File: src/rtl/instr_stats_pkg.sv
// Shared constants for the instruction-mix statistics unit: counter indices
// and the MIPS opcodes that select each instruction class.
package instr_stats_pkg;

  // Counter index order; also the rd_sel encoding and the ovf bit order.
  typedef enum logic [2:0] {
    CLS_R      = 3'd0,
    CLS_I      = 3'd1,
    CLS_J      = 3'd2,
    CLS_LOAD   = 3'd3,
    CLS_STORE  = 3'd4,
    CLS_BRANCH = 3'd5,
    CLS_CYCLE  = 3'd6
  } cnt_idx_e;

  localparam int NUM_CLS = 6;
  localparam int NUM_CNT = 7;

  localparam logic [2:0] RD_SEL_NONE = 3'd7;

  localparam logic [5:0] OP_RTYPE  = 6'h00;
  localparam logic [5:0] OP_REGIMM = 6'h01;
  localparam logic [5:0] OP_J      = 6'h02;
  localparam logic [5:0] OP_JAL    = 6'h03;
  localparam logic [5:0] OP_BEQ    = 6'h04;
  localparam logic [5:0] OP_BNE    = 6'h05;
  localparam logic [5:0] OP_BLEZ   = 6'h06;
  localparam logic [5:0] OP_BGTZ   = 6'h07;
  localparam logic [5:0] OP_LB     = 6'h20;
  localparam logic [5:0] OP_LH     = 6'h21;
  localparam logic [5:0] OP_LW     = 6'h23;
  localparam logic [5:0] OP_LBU    = 6'h24;
  localparam logic [5:0] OP_LHU    = 6'h25;
  localparam logic [5:0] OP_SB     = 6'h28;
  localparam logic [5:0] OP_SH     = 6'h29;
  localparam logic [5:0] OP_SW     = 6'h2B;

endpackage

File: src/rtl/stat_counter.sv
// One event counter with selectable saturate/wrap behaviour and a sticky
// overflow flag that records any increment attempted at all-ones.
module stat_counter #(
  parameter int CNT_W    = 16,
  parameter int SATURATE = 1
) (
  input  logic             clk,
  input  logic             reset,
  input  logic             inc,
  input  logic             clr,
  output logic [CNT_W-1:0] value,
  output logic             ovf
);

  logic at_max;
  assign at_max = &value;

  // NOTE: sequential state uses non-blocking (<=) so every register samples
  // pre-edge values, independent of the order blocks are evaluated in.
  always_ff @(posedge clk or posedge reset) begin
    if (reset) begin
      value <= '0;
      ovf   <= 1'b0;
    end else if (clr) begin
      value <= '0;
      ovf   <= 1'b0;
    end else if (inc) begin
      if (at_max) begin
        ovf   <= 1'b1;
        value <= (SATURATE != 0) ? value : '0;
      end else begin
        value <= value + CNT_W'(1);
      end
    end
  end

endmodule

File: src/rtl/instr_stats.sv
// Instruction-mix and cycle statistics: classifies each retired opcode,
// counts per class plus cycles, and offers an atomic snapshot readout.
module instr_stats
  import instr_stats_pkg::*;
#(
  parameter int CNT_W    = 16,
  parameter int SATURATE = 1
) (
  input  logic             clk,
  input  logic             reset,
  input  logic             valid,
  input  logic [5:0]       op,
  input  logic             clear,
  input  logic             snap,
  input  logic [2:0]       rd_sel,
  output logic [CNT_W-1:0] rd_data,
  output logic [6:0]       ovf
);

  logic [NUM_CLS-1:0] cls_vec;
  logic [NUM_CNT-1:0] cnt_inc;
  logic [CNT_W-1:0]   live   [NUM_CNT];
  logic [CNT_W-1:0]   shadow [NUM_CNT];

  // NOTE: combinational outputs get a default before the case so no path
  // leaves them unassigned, which would otherwise infer a latch.
  always_comb begin
    cls_vec = '0;
    if (valid) begin
      case (op)
        OP_RTYPE:                                cls_vec[CLS_R]      = 1'b1;
        OP_J, OP_JAL:                            cls_vec[CLS_J]      = 1'b1;
        OP_REGIMM, OP_BEQ, OP_BNE,
        OP_BLEZ, OP_BGTZ:                        cls_vec[CLS_BRANCH] = 1'b1;
        OP_LB, OP_LH, OP_LW, OP_LBU, OP_LHU:     cls_vec[CLS_LOAD]   = 1'b1;
        OP_SB, OP_SH, OP_SW:                     cls_vec[CLS_STORE]  = 1'b1;
        default:                                 cls_vec[CLS_I]      = 1'b1;
      endcase
    end
  end

  // The cycle counter is the top entry and counts every non-reset edge.
  assign cnt_inc = {1'b1, cls_vec};

  for (genvar i = 0; i < NUM_CNT; i++) begin : g_cnt
    stat_counter #(
      .CNT_W    (CNT_W),
      .SATURATE (SATURATE)
    ) u_cnt (
      .clk   (clk),
      .reset (reset),
      .inc   (cnt_inc[i]),
      .clr   (clear),
      .value (live[i]),
      .ovf   (ovf[i])
    );
  end

  // NOTE: the shadow array is reset explicitly because readout must be zero
  // after reset; storage arrays are otherwise usually left unreset.
  always_ff @(posedge clk or posedge reset) begin
    if (reset) begin
      for (int i = 0; i < NUM_CNT; i++) shadow[i] <= '0;
    end else if (snap) begin
      for (int i = 0; i < NUM_CNT; i++) shadow[i] <= live[i];
    end
  end

  always_comb begin
    rd_data = '0;
    if (rd_sel != RD_SEL_NONE) rd_data = shadow[rd_sel];
  end

endmodule

File: config.mk
export PLATFORM = sky130hd
export DESIGN_NAME = instr_stats
export DESIGN_NICKNAME = d
export VERILOG_FILES = /design/src/rtl/instr_stats_pkg.sv /design/src/rtl/stat_counter.sv /design/src/rtl/instr_stats.sv
export SDC_FILE = /design/constraint.sdc
export NUM_CORES = 1
export LEC_CHECK = 0
export CAP_MARGIN = 20
export CORE_MARGIN = 10
export CORE_UTILIZATION = 40
export CTS_BUF_LIST = sky130_fd_sc_hd__clkbuf_2 sky130_fd_sc_hd__clkbuf_4 sky130_fd_sc_hd__clkbuf_8
export CTS_CLUSTER_SIZE = 8
export DETAILED_ROUTE_END_ITERATION = 8
export SYNTH_ARGS = -nofsm -noshare
export SYNTH_HDL_FRONTEND = slang
export SYNTH_HIERARCHICAL = 1
export SYNTH_SLANG_ARGS = --single-unit
File: constraint.sdc
create_clock -name clk -period 8.7 [get_ports clk]
set_input_delay 1.74 -clock clk [delete_from_list [all_inputs] [get_ports clk]]
set_output_delay 1.74 -clock clk [all_outputs]
set_load 0.1 [all_outputs]
==> results of run 1 <==
==> path summary, 6_finish.rpt <==
check / cells past startpoint / endpoint / from
worst max-delay path: 6 / rd_data[15] / rd_sel[2]
worst min register to register: 1 / shadow[32]$_DFFE_PP0P_ / shadow[32]$_DFFE_PP0P_
max in group asynchronous: 4 / shadow[49]$_DFFE_PP0P_ / reset
worst max register to register: 4 / g_cnt[4].u_cnt/value[0]$_DFFE_PP0P_ / g_cnt[4].u_cnt/value[9]$_DFFE_PP0P_
min in group asynchronous: 3 / shadow[76]$_DFFE_PP0P_ / reset
worst min-delay path: 1 / shadow[32]$_DFFE_PP0P_ / shadow[32]$_DFFE_PP0P_
==> stage by stage <==
| step | instance area, um^2 | power [mW] | hold WS, ps |
|---|---|---|---|
| 3_3_place_gp | 12700 | 1.26 | 488 |
| 2_1_floorplan | 12200 | 1.22 | 480 |
| 3_5_place_dp | 12700 | 1.26 | 492 |
| 6_report | 13800 | 2.50 | 503 |
| 4_1_cts | 13800 | 2.53 | 508 |
| 5_1_grt | 13800 | 2.60 | 521 |
==> registers in the layout, summed over array words and instances (netlist names) <==
signal and flops:
g_cnt.u_cnt/ovf 7, shadow 112, g_cnt.u_cnt/value 112
==> report_power, final <==
part | internal (mW) | total [mW] | switching (mW)
Sequential | 1.08 | 1.09 | 0.00596
Combinational | 0.0432 | 0.153 | 0.110
Clock | 0.785 | 1.26 | 0.478
==> Yosys cell counts (all sizes together), types with 2 or more instances <==
master and instances:
dfrtp 231, mux2 119, a21oi 85, nor2 73, nand4 63, mux2i 55
nand2 52, nor3 44, nand3 42, buf 37, o31ai 35, inv 31
a31oi 30, or3 28, or4 28, nor4 22, and4 21, a22o 16
nor2b 16, or2 16, nand2b 15, o21ai 14, a211oi 7, and3 7
dlygate4sd1 7, ha 7, o22ai 7, o41ai 7, or4b 7, xor2 7
clkbuf 3, and2 2
==> layout make-up <==
cell class	instances	area, um^2	share of cell area [%]
tap	390	488	3.54
timing repair buffer	47	434	3.15
clock buffer	68	867	6.28
sequential	231	5780	41.9
inverter	31	119	0.862
multi-input combinational	835	5920	42.9
clock inverter	12	191	1.39
==> per-layer routing <==
layer / wire (um) / part of all wire, % / track usage [%]
met5: 0 / 0 / 0
met4: 412 / 1.3 / 3.61
met3: 1150 / 3.7 / 2.47
met2: 15000 / 48 / 26.4
met1: 14800 / 47 / 22.0
==> cells by family after synthesis <==
kind of cell             Yosys count
flip-flops                       231
AND/OR/NAND/NOR                  437
multiplexers                     174
buffers and inverters             78
AO/OA/AOI/OAI                    203
adder cells (fa/ha/maj)            7
XOR/XNOR                           7
other                              1
==> qor.yml, run 1 <==
via_per_inst: 5.77
io_pins: 37
track_usage_pct: 16.2
setup_tns_ps: 0
place_ws_ps: 1820
fp.dieW_um: 194
ant_nets: 0
crit_required_ps: 6960
final_common_cell: "dfrtp_1"
post-route-period-util_pct: 75.4
utilization_pct: 46.3
relSlewSlack_pct: 31.9
diodes: 0
wl_mm: 31.4
final_cell_mix: "231 x dfrtp_1, 112 x mux2_2, 85 x a21oi_1"
fmax_ghz: 0.152
final_cell_count_no_fill: 1614
cts_hold_buf: 0
peakVddDrop_v: 0.0000900
remaining_drc_errors: 0
core_area_um2: 29800
dp_hpwl_mm: 22.1
start_util_pct: 40.7
cpMostUsedCell: "clkdlybuf4s50_1"
antenna_found_initial: 0
min_path_type: "reg2reg"
synth-xor-area-share_pct: 0.505
grt_pass1_wl_mm: 50.9
grt_pass1_vias: 8973
via_count: 9320
critPathTopFamily: "buffers and inverters"
ctsRootBufferMaster: "clkbuf_8"
synth-compound-area-share_pct: 10.4
worst_pin_slew_ps: 1020
cp_cell_sequence: "clkdlybuf4s50_1, nor2_1, buf_4, a22o_1, a31oi_1, clkdlybuf4s50_1"
synth_top_cell_area_share_pct: 47.7
die_area_um2: 37700
seq_area_frac_synth_pct: 47.7
synthSimpleGateAreaFrac_pct: 21.3
cts.sinks: 231
cts-buffers-inserted: 43
slowest_stage: "clkdlybuf4s50_1"
leakage_nw: 5.79
cp.arrival_ps: 4820
clk_latency_ps: 540
cts_buffer_depth: 3
cts_tree: "yes"
nNetsFinal: 1210
syn-cell-area_um2: 12100
io_buffer_count: 36
post_drt_wl_per_cell_um: 19.4
synth_area_leaders: "dfrtp_1 48%, mux2_2 10%, mux2i_1 4.5%, a21oi_1 3.5%, nand4_1 2.9%"
slew_viol_final: 0
grt_max_degree: 68
rows: 63
drt-initial-drc-count: 690
synth_top_family_by_area: "simple AND/OR/NAND/NOR gates"
outcome: "completed"
fp.dieH_um: 194
startpoint_type: "input pin"
ys_types: 47
first_pass_iters: 5
synth_fa_ha_area_share_pct: 0.722
maxCapViolations: 0
slowest_delay_ps: 1180
fillers: 2804
postSynthAreaPerCell_um2: 10.7
rsz0062_at_grt: "false"
setup_violations: 0
gp_congestion: 0.827
ys_ff_latch: 231
async_flop_share_pct: 100
yosysWarnings: 6
synth_cells: 1138
drive_above_1_share_pct: 20.3
finalWorstSetupSlack_ps: 2140
synthToLayoutAreaGrowth_pct: 13.8
cts.reportedPaths.clkPinSlew_ps: 60
yosys.area.top_type: "dfrtp_1"
synth_edf_count: 0
reg2reg_slack_ps: 6730
critPathBufInv: 3
crit_path_max_fanout: 18
post-cts-setup-buffer-count: 0
cp-end-kind: "primary output"
h-tree-depth: 2
timing_worst_setup_path_type: "in2out"
fin_crit_ps: 6560
dpl.cell_count: 1531
synth-main-ff-cell: "dfrtp_1"
powerDensity_nw_per_um2: 181
ctsResizeCount: 0
muxShareOfSynthArea_pct: 15.6
hold_violations: 0
overflow: 0
clock_skew_ps: 24.1
(Power assumes the default switching activity.)
==> inputs of run 2 (changes only) <==
==> constraint.sdc (replaced) <==
create_clock -name clk -period 5.5 [get_ports clk]
set_input_delay 1.1 -clock clk [delete_from_list [all_inputs] [get_ports clk]]
set_output_delay 1.1 -clock clk [all_outputs]
set_load 0.1 [all_outputs]
==> qor.yml, run 2 (synthesized netlist as in run 1, its figures left out) <==
hold_violations: 0  # unchanged
p_sw_uw: 902  # +52%
post-cts-setup-buffer-count: 0  # unchanged
min_path_type: "reg2reg"
outcome: "completed"
drt-initial-drc-count: 631  # -8.6%
post_drt_wl_per_cell_um: 19.3  # -0.78%
ant_nets: 0  # unchanged
via_per_inst: 5.78  # +0.14%
fp.dieW_um: 194  # unchanged
setup_tns_ps: 0  # unchanged
dp_hpwl_mm: 21.9  # -0.84%
cts_buffer_depth: 3  # unchanged
p_int_mw: 2.75  # +44%
cts.sinks: 231  # unchanged
final_common_cell: "dfrtp_1"
clock_skew_ps: 24.3  # +0.200 ps
cp.arrival_ps: 3190  # -1630 ps
slew_viol_final: 0  # unchanged
peakVddDrop_v: 0.000276  # +210%
critPathTopFamily: "buffers and inverters"
grt_pass1_vias: 8961  # -0.13%
cts.reportedPaths.clkPinSlew_ps: 60  # about the same
start_util_pct: 40.7  # unchanged
slowest_stage: "nor2b_1"
post-route-period-util_pct: 77.9
cp-end-kind: "primary output"
via_count: 9298  # -0.24%
grt_pass1_wl_mm: 50.1  # -1.5%
fmax_ghz: 0.233
cp_cell_sequence: "clkdlybuf4s50_1, buf_4, nor2b_1, buf_4, a22o_1, a31oi_1, buf_4"
ff_latch_area_um2: 5780  # unchanged
setup_violations: 0  # unchanged
leakage_nw: 5.73  # -1.1%
cts_tree: "yes"
startpoint_type: "input pin"
first_pass_iters: 7  # +2
combinationalPowerShare_pct: 6.7  # +0.6 points
relSlewSlack_pct: 27.6  # -4.3 points
antenna_found_initial: 1  # +1
drive_above_1_share_pct: 21.3  # +0.92 points
io_buffer_count: 36  # unchanged
multi_input_area_um2: 5920  # unchanged
grt_max_degree: 86  # +26%
wl_mm: 31.0  # -1.1%
p_total_mw: 3.65  # +46%
fillers: 2786  # -0.64%
rows: 63  # unchanged
reg2reg_slack_ps: 3500  # -3230 ps
track_usage_pct: 16.0  # -0.17 points
final_cell_mix: "231 x dfrtp_1, 112 x mux2_2, 85 x a21oi_1"
reg_top3: "g_cnt.u_cnt/value: 112 flops, shadow: 112 flops, g_cnt.u_cnt/ovf: 7 flops"
h-tree-depth: 2  # unchanged
io_pins: 37  # unchanged
maxCapViolations: 0  # unchanged
gp_congestion: 0.879  # +6.2%
p_sw_share_pct: 24.7  # +1.0 points
cts-buffers-inserted: 41  # -4.7%
p_clk_share_pct: 46.2  # -4.3 points
nNetsFinal: 1214  # +0.33%
rsz0062_at_grt: "false"
powerDensity_nw_per_um2: 268  # +48%
ctsRootBufferMaster: "clkbuf_8"
ctsResizeCount: 0  # unchanged
crit_path_max_fanout: 18  # unchanged
fin_crit_ps: 4290
crit_required_ps: 4400  # -2560 ps
seq_power_share_pct: 47.1  # +3.7 points
die_area_um2: 37700  # unchanged
overflow: 0  # unchanged
clk_latency_ps: 550  # about the same
fp.dieH_um: 194  # unchanged
cpMostUsedCell: "buf_4"
slowest_delay_ps: 640  # -540 ps
timing_worst_setup_path_type: "in2out"
remaining_drc_errors: 0  # unchanged
critPathBufInv: 4  # +1
core_area_um2: 29800  # unchanged
synthToLayoutAreaGrowth_pct: 12.2
cts_hold_buf: 0  # unchanged
worst_pin_slew_ps: 1090  # +67.2 ps
diodes: 0  # unchanged
[run 2: cell count changes in the layout (fill, tap and decap cells not counted), sizes merged]
cell	delta
buf	+22
bufinv	-3
clkbuf	-11
clkdlybuf4s50	-16
clkinvlp	+3
inv	-1
[run 2: worst min-delay path, delay by kind of cell (launching register included)]
kind / cells / cell delay, ps
DFF: 1 / 340
and+or+nand+nor: 1 / 70
AOI/OAI and AO/OA: 1 / 40
[run 2: power groups by stage]
stage / Clock, mW / Sequential (mW) / Combinational, mW
3_5_place_dp: 0 / 1.75 / 0.248
4_1_cts: 1.73 / 1.72 / 0.249
2_1_floorplan: 0 / 1.74 / 0.191
6_report: 1.69 / 1.72 / 0.244
3_3_place_gp: 0 / 1.75 / 0.246
5_1_grt: 1.81 / 1.72 / 0.263
[run 2: final timing paths]
kind                                                      start                                  end  cells past startpoint
setup / recovery                                      rd_sel[0]                           rd_data[4]                      7
hold / removal                   g_cnt[0].u_cnt/ovf$_DFFE_PP0P_       g_cnt[0].u_cnt/ovf$_DFFE_PP0P_                      2
setup reg to reg           g_cnt[6].u_cnt/value[13]$_DFFE_PP0P_  g_cnt[6].u_cnt/value[0]$_DFFE_PP0P_                      4
hold reg to reg                  g_cnt[0].u_cnt/ovf$_DFFE_PP0P_       g_cnt[0].u_cnt/ovf$_DFFE_PP0P_                      2
max in group asynchronous                                 reset               shadow[56]$_DFFE_PP0P_                      4
min in group asynchronous                                 reset  g_cnt[0].u_cnt/value[0]$_DFFE_PP0P_                      3
[run 2: through the flow]
stage | setup WS, ps | cells | instance area [um^2] | utilization [%] | hold slack, ps
finish | 1210 | 1608 | 13600 | 45.7 | 494
global route | 1080 | 1608 | 13600 | 45.7 | 517
CTS | 1210 | 1608 | 13600 | 45.7 | 503
detailed placement | 1220 | 1540 | 12700 | 42.8 | 489
global placement | 1070 | 1539 | 12700 | 42.7 | 484
floorplan | 1000 | 1144 | 12200 | - | 480
[run 2: per-layer routing]
metal | vias up | share of wire [%] | track usage [%]
li1 | 4443 | - | -
met1 | 4610 | 47 | 21.7
met2 | 185 | 46 | 25.3
met3 | 58 | 4.6 | 2.92
met4 | 2 | 2.2 | 4.80
met5 | - | 0.055 | 0
[run 2: final cells by class]
cell class,count,share of cell area (%)
clock inverter,11,0.828
clock buffer,57,5.49
timing repair buffer,53,3.25
sequential,231,42.5
tap,390,3.59
inverter,31,0.874
multi-input combinational,835,43.5
==> inputs of run 3 (changes only) <==
==> constraint.sdc (replaced) <==
create_clock -name clk -period 4.45 [get_ports clk]
set_input_delay 0.89 -clock clk [delete_from_list [all_inputs] [get_ports clk]]
set_output_delay 0.89 -clock clk [all_outputs]
set_load 0.1 [all_outputs]
==> qor.yml, run 3 (synthesized netlist as in run 1, its figures left out) <==
grt_pass1_wl_mm: 50.9  # +1.5%
io_buffer_count: 36  # unchanged
clock_skew_ps: 23.8  # -0.455 ps
cts_tree: "yes"
cts_hold_buf: 0  # unchanged
dpl_cell_area_um2: 13000  # +1.8%
leakage_nw: 5.82  # +1.5%
maxCapViolations: 0  # unchanged
post-cts-setup-buffer-count: 0  # unchanged
setup_tns_ps: 0  # unchanged
drive_above_1_share_pct: 21.3  # +0.065 points
reg2reg_depth: 4  # unchanged
first_pass_iters: 5  # -2
fp.dieW_um: 194  # unchanged
powerDensity_nw_per_um2: 326  # +22%
outcome: "completed"
critPathBufInv: 3  # -1
slowest_stage: "clkdlybuf4s50_1"
clk_latency_ps: 530  # -20 ps
antenna_found_initial: 0  # -1
fin_crit_ps: 3680
diodes: 0  # unchanged
cp_cell_sequence: "clkdlybuf4s50_1, nor2b_1, buf_4, a22o_1, a31oi_1, buf_12"
crit_path_max_fanout: 12  # -6
slew_viol_final: 0  # unchanged
ant_nets: 0  # unchanged
post_drt_wl_per_cell_um: 19.3  # +0.11%
cts.sinks: 231  # unchanged
wl_mm: 31.0  # +0.17%
grt_pass1_vias: 9185  # +2.5%
hold_end: "g_cnt[1].u_cnt/ovf$_DFFE_PP0P_"
post-route-period-util_pct: 82.7
via_count: 9333  # +0.38%
rsz0062_at_grt: "false"
crit_required_ps: 3560  # -840 ps
timing_worst_setup_path_type: "in2out"
cp-end-kind: "primary output"
overflow: 0  # unchanged
io_pins: 37  # unchanged
ctsRootBufferMaster: "clkbuf_8"
cts_buffer_depth: 3  # unchanged
holdPathStages: 2  # unchanged
track_usage_pct: 16.2  # +0.20 points
min_path_type: "reg2reg"
worst_pin_slew_ps: 999  # -86.8 ps
nNetsFinal: 1213  # -0.082%
via_per_inst: 5.80  # +0.31%
grt_use_met2_pct: 25.5  # +0.17 points
final_cell_mix: "231 x dfrtp_1, 112 x mux2_2, 85 x a21oi_1"
reg2reg_slack_ps: 2480  # -1020 ps
final_common_cell: "dfrtp_1"
gp_congestion: 0.861  # -2.1%
hold_ws_ps: 499  # +4.18 ps
peakVddDrop_v: 0.000161  # -42%
drt-initial-drc-count: 515  # -18%
busiest_layer: "met2"
setup_violations: 0  # unchanged
grt_max_degree: 87  # +1.2%
met3_usage_pct: 3.01  # +0.086 points
slowest_delay_ps: 720  # +80 ps
die_area_um2: 37700  # unchanged
cts.reportedPaths.clkPinSlew_ps: 60  # about the same
synthToLayoutAreaGrowth_pct: 14.2
dp_hpwl_mm: 21.9  # -0.12%
grt_use_met1_pct: 21.9  # +0.13 points
relSlewSlack_pct: 33.2  # +5.6 points
critPathTopFamily: "buffers and inverters"
remaining_drc_errors: 0  # unchanged
core_area_um2: 29800  # unchanged
reg2reg_to: "g_cnt[3].u_cnt/value[0]$_DFFE_PP0P_"
fillers: 2777  # -0.32%
fp.dieH_um: 194  # unchanged
h-tree-depth: 2  # unchanged
ctsResizeCount: 0  # unchanged
post-route-cell-area_um2: 13800  # +1.8%
start_util_pct: 40.7  # unchanged
reg2reg_from: "g_cnt[3].u_cnt/value[9]$_DFFE_PP0P_"
cts-buffers-inserted: 42  # +2.4%
reg_top3: "g_cnt.u_cnt/value: 112 flops, shadow: 112 flops, g_cnt.u_cnt/ovf: 7 flops"
cp.arrival_ps: 2790  # -400 ps
startpoint_type: "input pin"
rows: 63  # unchanged
min_from: "g_cnt[1].u_cnt/ovf$_DFFE_PP0P_"
fmax_ghz: 0.272
hold_violations: 0  # unchanged
==> run 3: cell count changes in the layout (fill, tap and decap cells not counted) <==
cell        before  now
buf_12           0   20
buf_4           34   12
bufinv_16        2    0
clkbuf_4         6   11
clkbuf_8        51   55
clkinv_2         6    4
clkinvlp_4       3    1
==> run 3: worst max path at each step <==
stage,start,end,cells past startpoint
final,rd_sel[2],rd_data[1],6
after CTS,rd_sel[2],rd_data[1],5
after detailed placement,rd_sel[2],rd_data[4],5
after global placement,rd_sel[2],rd_data[4],5
after floorplan,rd_sel[1],rd_data[10],5
after global routing,rd_sel[2],rd_data[4],6
==> run 3: per-stage QoR <==
step	utilization [%]	std cells	worst slack, ps	total power, mW
after global placement	43.5	1536	492	2.50
final	46.5	1609	768	4.52
after detailed placement	43.5	1537	473	2.50
after global routing	46.5	1609	682	4.70
after CTS	46.4	1608	464	4.59
after floorplan	-	1144	372	2.39
==> run 3: report_power, final <==
group          leakage [nW]  internal, mW  total (mW)  switching (mW)
sequential             3.22          2.11        2.12          0.0102
clock                 0.462          1.19        2.06           0.868
combinational          2.13         0.113       0.336           0.224
total                  5.82          3.41        4.52            1.10
==> run 3: worst register-to-register path, delay by kind of cell, from the launching register on <==
kind             cells  cell delay [ps]
DFF                  1              490
muxes                1              330
and+or+nand+nor      3             1030
==> run 3: per-layer routing <==
| metal | vias up | part of all wire, % |
|---|---|---|
| met3 | 46 | 4.2 |
| met5 | - | 0 |
| met2 | 164 | 47 |
| met4 | 0 | 2.7 |
| met1 | 4684 | 46 |
| li1 | 4439 | - |
==> run 3: cell type report <==
type | count | area, um^2 | share of cell area (%)
inverter | 31 | 119 | 0.858
multi-input combinational | 835 | 5920 | 42.7
clock buffer | 66 | 840 | 6.06
sequential | 231 | 5780 | 41.7
timing repair buffer | 51 | 677 | 4.89
clock inverter | 5 | 27.5 | 0.199
tap | 390 | 488 | 3.52
